## src/rtl/ariane_axi_soc.sv

```systemverilog
// rtl/ariane_axi_soc.sv - AXI4 channel and request/response struct types for the SoC fabric
package ariane_axi_soc;

    localparam int unsigned IdWidth   = 4;
    localparam int unsigned AddrWidth = 64;
    localparam int unsigned DataWidth = 64;
    localparam int unsigned StrbWidth = DataWidth / 8;
    localparam int unsigned UserWidth = 1;

    typedef logic [IdWidth-1:0]   id_t;
    typedef logic [AddrWidth-1:0] addr_t;
    typedef logic [DataWidth-1:0] data_t;
    typedef logic [StrbWidth-1:0] strb_t;
    typedef logic [UserWidth-1:0] user_t;

    typedef struct packed {
        id_t        id;
        addr_t      addr;
        logic [7:0] len;
        logic [2:0] size;
        logic [1:0] burst;
        logic [2:0] prot;
        user_t      user;
    } aw_chan_t;

    typedef aw_chan_t ar_chan_t;

    typedef struct packed {
        data_t data;
        strb_t strb;
        logic  last;
        user_t user;
    } w_chan_t;

    typedef struct packed {
        id_t        id;
        logic [1:0] resp;
        user_t      user;
    } b_chan_t;

    typedef struct packed {
        id_t        id;
        data_t      data;
        logic [1:0] resp;
        logic       last;
        user_t      user;
    } r_chan_t;

    typedef struct packed {
        aw_chan_t aw;
        logic     aw_valid;
        w_chan_t  w;
        logic     w_valid;
        logic     b_ready;
        ar_chan_t ar;
        logic     ar_valid;
        logic     r_ready;
    } req_t;

    typedef struct packed {
        logic    aw_ready;
        logic    ar_ready;
        logic    w_ready;
        logic    b_valid;
        b_chan_t b;
        logic    r_valid;
        r_chan_t r;
    } resp_t;

endpackage

```

## src/rtl/iommu_pkg.sv

```systemverilog
// rtl/iommu_pkg.sv - shared register offsets, AXI response codes and FSM state types
package iommu_pkg;

    localparam logic [11:0] SETEIPNUM_OFF = 12'h000;

    localparam logic [1:0] RESP_OKAY   = 2'b00;
    localparam logic [1:0] RESP_SLVERR = 2'b10;

    typedef enum logic [1:0] {
        AW_IDLE,
        W_DATA,
        B_RESP
    } wr_state_e;

    typedef enum logic {
        R_IDLE,
        R_RESP
    } rd_state_e;

endpackage

```

## src/rtl/lzc.sv

```systemverilog
// rtl/lzc.sv - leading/trailing zero counter; MODE 0 counts trailing zeros
module lzc #(
    parameter int WIDTH     = 2,
    parameter bit MODE      = 1'b0,
    parameter int CNT_WIDTH = (WIDTH > 1) ? $clog2(WIDTH) : 1
) (
    input  logic [WIDTH-1:0]     in_i,
    output logic [CNT_WIDTH-1:0] cnt_o,
    output logic                 empty_o
);

    // Later loop iterations overwrite earlier ones, so scan order picks the winning bit.
    always_comb begin
        cnt_o = '0;
        if (!MODE) begin
            for (int i = WIDTH - 1; i >= 0; i--) begin
                if (in_i[i]) cnt_o = CNT_WIDTH'(i);
            end
        end else begin
            for (int i = 0; i < WIDTH; i++) begin
                if (in_i[i]) cnt_o = CNT_WIDTH'(WIDTH - 1 - i);
            end
        end
        empty_o = ~|in_i;
    end

endmodule

```

## src/rtl/iommu_msi_rx.sv

```systemverilog
// rtl/iommu_msi_rx.sv - MSI interrupt file: AXI seteipnum writes set pending bits, claim clears top id
module iommu_msi_rx
    import iommu_pkg::*;
#(
    parameter int unsigned NUM_IDS   = 64,
    parameter logic [63:0] BASE_ADDR = 64'h0
) (
    input  logic                       clk_i,
    input  logic                       rst_i,
    input  ariane_axi_soc::req_t       mem_req_i,
    output ariane_axi_soc::resp_t      mem_resp_o,
    input  logic [NUM_IDS-1:0]         eie_i,
    input  logic                       claim_i,
    output logic [$clog2(NUM_IDS)-1:0] topid_o,
    output logic                       irq_o
);

    localparam int unsigned IDW = $clog2(NUM_IDS);

    wr_state_e               wr_state_q;
    ariane_axi_soc::id_t     aw_id_q;
    logic [63:0]             aw_addr_q;
    logic [7:0]              aw_len_q;
    logic [1:0]              b_resp_q;

    rd_state_e               rd_state_q;
    ariane_axi_soc::id_t     ar_id_q;
    logic [7:0]              ar_len_q;
    logic [7:0]              r_cnt_q;

    logic [NUM_IDS-1:0]      eip_q;
    logic [NUM_IDS-1:0]      eip_d;
    logic [NUM_IDS-1:0]      set_mask;
    logic [NUM_IDS-1:0]      clr_mask;
    logic [NUM_IDS-1:0]      lzc_in;
    logic [IDW-1:0]          lzc_cnt;
    logic                    lzc_empty;

    logic                    wr_ok;
    logic                    w_last_hs;
    logic [31:0]             wr_ident;
    logic                    unused_bits;

    assign wr_ok = (aw_addr_q[63:12] == BASE_ADDR[63:12]) &&
                   (aw_addr_q[11:2] == SETEIPNUM_OFF[11:2]) &&
                   (aw_len_q == 8'd0);
    assign w_last_hs = (wr_state_q == W_DATA) && mem_req_i.w_valid && mem_req_i.w.last;
    assign wr_ident  = aw_addr_q[2] ? mem_req_i.w.data[63:32] : mem_req_i.w.data[31:0];

    always_ff @(posedge clk_i) begin
        if (rst_i) begin
            wr_state_q <= AW_IDLE;
            aw_id_q    <= '0;
            aw_addr_q  <= '0;
            aw_len_q   <= '0;
            b_resp_q   <= RESP_OKAY;
        end else begin
            case (wr_state_q)
                AW_IDLE: begin
                    if (mem_req_i.aw_valid) begin
                        aw_id_q    <= mem_req_i.aw.id;
                        aw_addr_q  <= mem_req_i.aw.addr;
                        aw_len_q   <= mem_req_i.aw.len;
                        wr_state_q <= W_DATA;
                    end
                end
                W_DATA: begin
                    if (w_last_hs) begin
                        b_resp_q   <= wr_ok ? RESP_OKAY : RESP_SLVERR;
                        wr_state_q <= B_RESP;
                    end
                end
                B_RESP: begin
                    if (mem_req_i.b_ready) wr_state_q <= AW_IDLE;
                end
                default: wr_state_q <= AW_IDLE;
            endcase
        end
    end

    always_ff @(posedge clk_i) begin
        if (rst_i) begin
            rd_state_q <= R_IDLE;
            ar_id_q    <= '0;
            ar_len_q   <= '0;
            r_cnt_q    <= '0;
        end else begin
            case (rd_state_q)
                R_IDLE: begin
                    if (mem_req_i.ar_valid) begin
                        ar_id_q    <= mem_req_i.ar.id;
                        ar_len_q   <= mem_req_i.ar.len;
                        r_cnt_q    <= '0;
                        rd_state_q <= R_RESP;
                    end
                end
                R_RESP: begin
                    if (mem_req_i.r_ready) begin
                        if (r_cnt_q == ar_len_q) rd_state_q <= R_IDLE;
                        else                     r_cnt_q    <= r_cnt_q + 8'd1;
                    end
                end
                default: rd_state_q <= R_IDLE;
            endcase
        end
    end

    // Set is applied after clear so a same-cycle set and claim of one identity leaves it pending.
    always_comb begin
        set_mask = '0;
        clr_mask = '0;
        if (w_last_hs && wr_ok && (wr_ident != 32'd0) && (wr_ident < NUM_IDS)) begin
            set_mask[wr_ident[IDW-1:0]] = 1'b1;
        end
        if (claim_i && (topid_o != '0)) begin
            clr_mask[topid_o] = 1'b1;
        end
        eip_d    = (eip_q & ~clr_mask) | set_mask;
        eip_d[0] = 1'b0;
    end

    always_ff @(posedge clk_i) begin
        if (rst_i) eip_q <= '0;
        else       eip_q <= eip_d;
    end

    assign lzc_in = eip_q & eie_i & ~NUM_IDS'(1);

    lzc #(
        .WIDTH (NUM_IDS),
        .MODE  (1'b0)
    ) u_lzc (
        .in_i    (lzc_in),
        .cnt_o   (lzc_cnt),
        .empty_o (lzc_empty)
    );

    assign topid_o = lzc_empty ? '0 : lzc_cnt;
    assign irq_o   = (topid_o != '0);

    always_comb begin
        mem_resp_o          = '0;
        mem_resp_o.aw_ready = (wr_state_q == AW_IDLE);
        mem_resp_o.w_ready  = (wr_state_q == W_DATA);
        mem_resp_o.b_valid  = (wr_state_q == B_RESP);
        mem_resp_o.b.id     = aw_id_q;
        mem_resp_o.b.resp   = b_resp_q;
        mem_resp_o.ar_ready = (rd_state_q == R_IDLE);
        mem_resp_o.r_valid  = (rd_state_q == R_RESP);
        mem_resp_o.r.id     = ar_id_q;
        mem_resp_o.r.resp   = RESP_SLVERR;
        mem_resp_o.r.last   = (r_cnt_q == ar_len_q);
    end

    assign unused_bits = ^{mem_req_i, aw_addr_q[1:0]};

endmodule

```

## config.mk

```make
export PLATFORM = sky130hd
export DESIGN_NAME = iommu_msi_rx
export DESIGN_NICKNAME = d
export VERILOG_FILES = /design/src/rtl/ariane_axi_soc.sv /design/src/rtl/iommu_pkg.sv /design/src/rtl/lzc.sv /design/src/rtl/iommu_msi_rx.sv
export SDC_FILE = /design/constraint.sdc
export NUM_CORES = 1
export LEC_CHECK = 0
export ABC_AREA = 1
export BUFFER_PORTS_ARGS = -buffer_cell sky130_fd_sc_hd__buf_2
export CELL_PAD_IN_SITES_DETAIL_PLACEMENT = 0
export CELL_PAD_IN_SITES_GLOBAL_PLACEMENT = 1
export CORE_UTILIZATION = 28
export CTS_CLUSTER_DIAMETER = 30
export DETAILED_ROUTE_END_ITERATION = 12
export PLACE_DENSITY_LB_ADDON = 0.1
export SLEW_MARGIN = 20
export SYNTH_ARGS = -nofsm -noshare
export SYNTH_HDL_FRONTEND = slang
export SYNTH_SLANG_ARGS = --single-unit
```

## constraint.sdc

```tcl
create_clock -name clk_i -period 4.2 [get_ports clk_i]
set_input_delay 0.63 -clock clk_i [delete_from_list [all_inputs] [get_ports clk_i]]
set_output_delay 0.63 -clock clk_i [all_outputs]
set_load 0.005 [all_outputs]
```

Word-level counts from Yosys, hierarchy flattened. Index checks and enable logic that the tools add are counted.

Bits in registers: 165. Input bits: 316. Output and inout port bits: 91. Word-level logic and storage cells: 137.

Add/sub/neg operators: 1. $lt $le $gt $ge: 5. Eq/ne operators: 9. Multiplexer cells: 84. Bitwise logic cells: 5. Reduce and logical (&&, ||, !) cells: 22.

Operators by type and width (count): two-way mux 6 bit (64); bitwise AND 64 bit (2); two-way mux 64 bit (2); inverter 64 bit (1); OR 64 bit (1); OR reduction 63 bit (1); zero test 52 bit (1); less-than comparator 32 x 7 -> 1 bit (second input constant) (1); two-way mux 32 bit (1); nonzero test 32 bit (1); two-way mux 8 bit (3); case mux 8 bit (2 select lines) (1); less-than comparator 6 x 7 -> 1 bit (second input constant) (2); demux 1 bit (select 6 bit) (2); greater-or-equal comparator 6 x 1 -> 1 bit (second input constant) (2); logical AND 1 bit (10); zero test 10 bit (1); inequality test 2 bit (second input constant) (5); adder 8 x 1 -> 8 bit (second input constant) (1); == test 8 bit (1); zero test 8 bit (1); two-way mux 2 bit (4); case mux 2 bit (3 select lines) (1); AND reduction 2 bit (3); other kinds (9) (14).

Longest topological paths before layout.
Word-level depth: 73. Mapped depth: 68. Mapped depth without buffers: 68.

Hierarchy. Synthesis repeated with hierarchy kept, for this count alone.

Cell total of the unflattened synthesis: 1463. Area, all modules: 9354.0 µm².

Modules (own cells, without submodules): iommu_msi_rx (times used 1, cells an instance 1232, area each 8333.0 µm², sequential area each 3223.1 µm²); lzc (times used 1, cells an instance 231, area each 1021.0 µm², sequential area each 0.0 µm²).

Worst setup path before layout. No wires, ideal clock.

Path type: in2out. Start point: input eie_i[63]. End point: output topid_o[0]. Data arrival time: 3.552 ns. Data required time: 3.570 ns. Slack: 0.018 ns. Stages: 65. Path buffers: 1. Path through: nand2_1 > inv_1 > nand2_1 > nand2_1 > nand2_1 > nand2_1 > nand2_1 > nand2_1 > nand2_1 > nand2_1 > nand2_1 > nand2_1 > nand2_1 > nand2_1 > nand2_1 > nand2_1 > nand2_1 > nand2_1 > (+29 left out) > nand2_1 > nand2_1 > nand2_1 > nand2_1 > nand2_1 > nand2_1 > nand2_1 > nand2_1 > nand2_1 > nand2_1 > nand2_1 > nand2_1 > nand2_1 > nand2_1 > nand2_1 > nand2_2 > nand2_4 > buf_8.

Word-level cells in the longest chain between the ends: 65. Elaborated cells on any way between the ends: 66. Those cells by class: mux: 64; bitwise: 1; reduce/logical: 1.

Ends and longest elaborated chain: start: declaration (RTL line iommu_msi_rx.sv:12) `input logic [NUM_IDS-1:0] eie_i,`; bitwise AND 64 bit (*) (RTL line iommu_msi_rx.sv:127) `assign lzc_in = eip_q & eie_i & ~NUM_IDS'(1);`; two-way mux 6 bit (63 in a row) (RTL line lzc.sv:17) `if (in_i[i]) cnt_o = CNT_WIDTH'(i);`; two-way mux 6 bit (*) (RTL line iommu_msi_rx.sv:138) `assign topid_o = lzc_empty ? '0 : lzc_cnt;`; end: declaration (RTL line iommu_msi_rx.sv:14) `output logic [$clog2(NUM_IDS)-1:0] topid_o,`.

Every way passes the cells marked *; elsewhere a longest branch is shown, timed or not.

Worst setup path after layout.
Start point: register eip_q[63]. End point: output topid_o[0].

Word-level cells in the longest chain between the ends: 65. Elaborated cells on any way between the ends: 66. Those cells by class: mux: 64; bitwise: 1; reduce/logical: 1.

Ends and longest elaborated chain: start: declaration (RTL line iommu_msi_rx.sv:31) `logic [NUM_IDS-1:0] eip_q;`; start signal: assignment (RTL line iommu_msi_rx.sv:124) `else eip_q <= eip_d;`; bitwise AND 64 bit (*) (RTL line iommu_msi_rx.sv:127); two-way mux 6 bit (63 in a row) (RTL line lzc.sv:17); two-way mux 6 bit (*) (RTL line iommu_msi_rx.sv:138).

Marked as above.

==> qor.yml <==
outcome: "finished with violations"
violations: "setup timing"
place_hpwl_mm: 22.39
r2r_slack_ns: -0.20
worstPathArrival_ns: 4.06
rsz0062_at_grt: "yes"
ir_drop_mv: 0.2230
r2r-end: "eip_q[60]$_SDFF_PP0_"
r2r_start: "eip_q[63]$_SDFF_PP0_"
clock_latency_ns: 0.44
drc: 0
timing.final.max_slew_violations: 0
drv_cap: 0
routedWlPerCell_um: 15.16
hold_depth: 3
synth_cell_types: 41
htreeDepth: 4
synth_ff_type: "dfxtp_1"
start_util: 0.2854
grt_max_degree: 81
cts_buffer_depth: 2
rr_worst_depth: 71
overflow: 0
power_density_mw_per_mm2: 337.5
area_growth_pct: 31.10
tightestPinTransition_ns: 1.072
synth_seq_area_share: 0.3913
synth_edf_count: 0
yosys_warnings: 0
die_h_um: 173.5
critPathSlowestCell: "dfxtp_4"
stdcell_count: 1932
setup_viol: 56
final_nets: 1844
cts-buffers-inserted: 17
skew_ns: 0.02097
cpPeakStageDelay_ns: 0.37
core_area_sq_mm: 0.02886
gp_congestion: 0.8663
startpoint_type: "flip-flop"
timing_worst_setup_path_type: "reg -> out"
drive_above_1_share: 0.2591
async_reset_ff_frac: 0
total_power_mw: 3.644
leakagePower_nw: 5.103
cp_num_buf_inv: 2
period_minus_slack_ns: 4.691
grt_pass1_wl_mm: 44.68
nFillCells: 3244
row_count: 62
max_slew_margin: 0.2824
postSynthCellCount: 1254
hold_start: "mem_req_i[235]"
clk_pin_slew_ns: 0.08
numPortBuffers: 243
cp_max_fo: 2
die_area_sq_mm: 0.03011
crit_path_end_kind: "output port"
ys_seq_elements: 161
dr.pass1.iters: 4
wl_mm: 29.29
synth_area_per_cell_sq_um: 6.568
max_freq_ghz: 0.2132
ant_nets: 0
grt_pass1_vias: 8148
cts_root_buffer: "clkbuf_16"
routed_via_density: 4.452
cts.hold.buffers_added: 0
synth_area_sq_mm: 0.008237
dieWidth_um: 173.5
grt_antenna_before_repair: 13
hold_path.class: "in -> reg"
finalCritPeriodShare: 1.117
critPathRequiredTime_ns: 3.57
placed_cells: 1887
drtIter0Drc: 451
cp_common_cell: "nand2_1"
crit_family: "simple AND/OR/NAND/NOR gates"
hold_path_end: "aw_addr_q[54]$_SDFFE_PP0P_"
fin_ws_ns: -0.4909
groute.usage.overall: 0.1921
clkSinkCount: 161
dr_total_vias: 8602
ioPinCount: 407
cts_tree: "built"
hold_viol: 0
per-layer routing:
layer  vias to the layer above  track usage  wire length (um)
met2                       201       0.3298             14370
met4                        12      0.04978               325
li1                       4538            -                 -
met5                         -            0                77
met3                        32      0.05285              1585
met1                      3819       0.2353             12930
power breakdown:
group	leakage (nW)	internal (mW)	switching [mW]
Sequential	1.32	1.61	0.0430
Combinational	3.51	0.177	0.279
Clock	0.271	0.790	0.749
worst register-to-register path, delay by kind of cell (launching register included):
family | cells | cell delay [ns]
and+or+nand+nor | 66 | 3.36
buffers and inverters | 4 | 0.44
DFF | 1 | 0.37
AOI/OAI and AO/OA | 1 | 0.05
synth_stat cells, types with 2 or more instances:
| library cell | instances | share of area |
|---|---|---|
| nand4_1 | 16 | 0.012 |
| o41ai_1 | 3 | 0.0032 |
| o21ai_1 | 20 | 0.012 |
| nor3_1 | 13 | 0.0079 |
| o32ai_1 | 3 | 0.0032 |
| or2_2 | 16 | 0.012 |
| nor4_1 | 29 | 0.022 |
| nand3_1 | 15 | 0.0091 |
| nand2_4 | 3 | 0.0041 |
| a21oi_1 | 81 | 0.049 |
| nor2_1 | 256 | 0.12 |
| dfxtp_1 | 161 | 0.39 |
| or3_1 | 3 | 0.0023 |
| nand2_1 | 311 | 0.14 |
| o21ai_0 | 121 | 0.074 |
| buf_4 | 70 | 0.064 |
| inv_1 | 64 | 0.029 |
| conb_1 | 2 | 0.00091 |
| a31oi_1 | 4 | 0.0030 |
| nor3b_1 | 2 | 0.0018 |
| clkbuf_1 | 36 | 0.016 |
| or4_1 | 6 | 0.0055 |
through the flow:
stage / worst slack [ns] / instance area, sq um / hold slack (ns) / util / setup TNS (ns)
floorplan: 0.01789 / 8488 / 0.4389 / - / 0
global placement: -0.5740 / 9873 / 0.4481 / 0.3421 / -26.78
detailed placement: -0.5507 / 9873 / 0.4498 / 0.3421 / -25.51
CTS: -0.5986 / 10630 / 0.4173 / 0.3684 / -13.08
global route: -1.252 / 10790 / 0.4253 / 0.3739 / -55.05
finish: -0.4909 / 10800 / 0.4334 / 0.3742 / -5.064
flip-flops by register name, summed over array words and instances (netlist names):
signal      count
aw_len_q        8
aw_id_q         4
aw_addr_q      62
r_cnt_q         8
rd_state_q      1
b_resp_q        1
ar_len_q        8
eip_q          63
ar_id_q         4
wr_state_q      2
kinds of logic after synthesis:
logic type / synth area share
compound gates: 0.1519
fa+ha+maj: 0.001519
buf+inv: 0.1121
flops: 0.3913
other cells: 0.0009118
simple gates: 0.3422
worst max-delay path by stage:
stage,to,slack [ns],cells after the start,start
after CTS,topid_o[0],-0.60,65,eip_q[63]$_SDFF_PP0_
after global placement,topid_o[0],-0.57,66,eie_i[63]
after floorplan,topid_o[0],0.02,65,eie_i[63]
after global routing,topid_o[0],-1.25,65,eip_q[63]$_SDFF_PP0_
after detailed placement,eip_q[12]$_SDFF_PP0_,-0.55,71,eie_i[63]
final,topid_o[0],-0.49,65,eip_q[63]$_SDFF_PP0_
cell type report:
class                           instances  area (sq um)  share of cell area
Antenna cell                            8         20.02            0.001854
Clock buffer                           18         429.2             0.03974
Clock inverter                         14         143.9             0.01333
Inverter                               65         244.0             0.02260
Multi-Input combinational cell        987          4553              0.4217
Sequential cell                       161          3228              0.2990
Tap cell                              384         480.5             0.04450
Timing Repair Buffer                  295          1699              0.1574
repair_timing:
action	4_1_cts	5_1_grt
gates resized for setup	46	49
setup buffers	5	2
endpoints found under the setup margin	61	64
pin swaps	17	28
cell usage in the layout, fill, tap and decap left out, types with 2 or more instances in the layout:
master        n
nand3_1      15
nand2_4       9
o21ai_2      13
or3_1         3
o32ai_1       3
buf_2       241
nor4_1       29
o21ai_0     109
o41ai_1       3
a31oi_1       4
buf_6        18
o21ai_1      19
inv_8         4
nor2_4        2
a21oi_1      73
or4_1         6
or2_2        15
nor3_1       13
nand4_1      16
conb_1       69
dfxtp_1     159
inv_6         3
nor3b_1       2
clkbuf_16    17
a21oi_2       7
inv_2         3
clkinvlp_4    3
inv_1        62
buf_4        34
nand2_2      16
nand2_8       2
clkinv_4      2
diode_2       8
nand2_1     288
clkinv_8      2
nor2_1      255
Power figures use the tool's default switching activity.
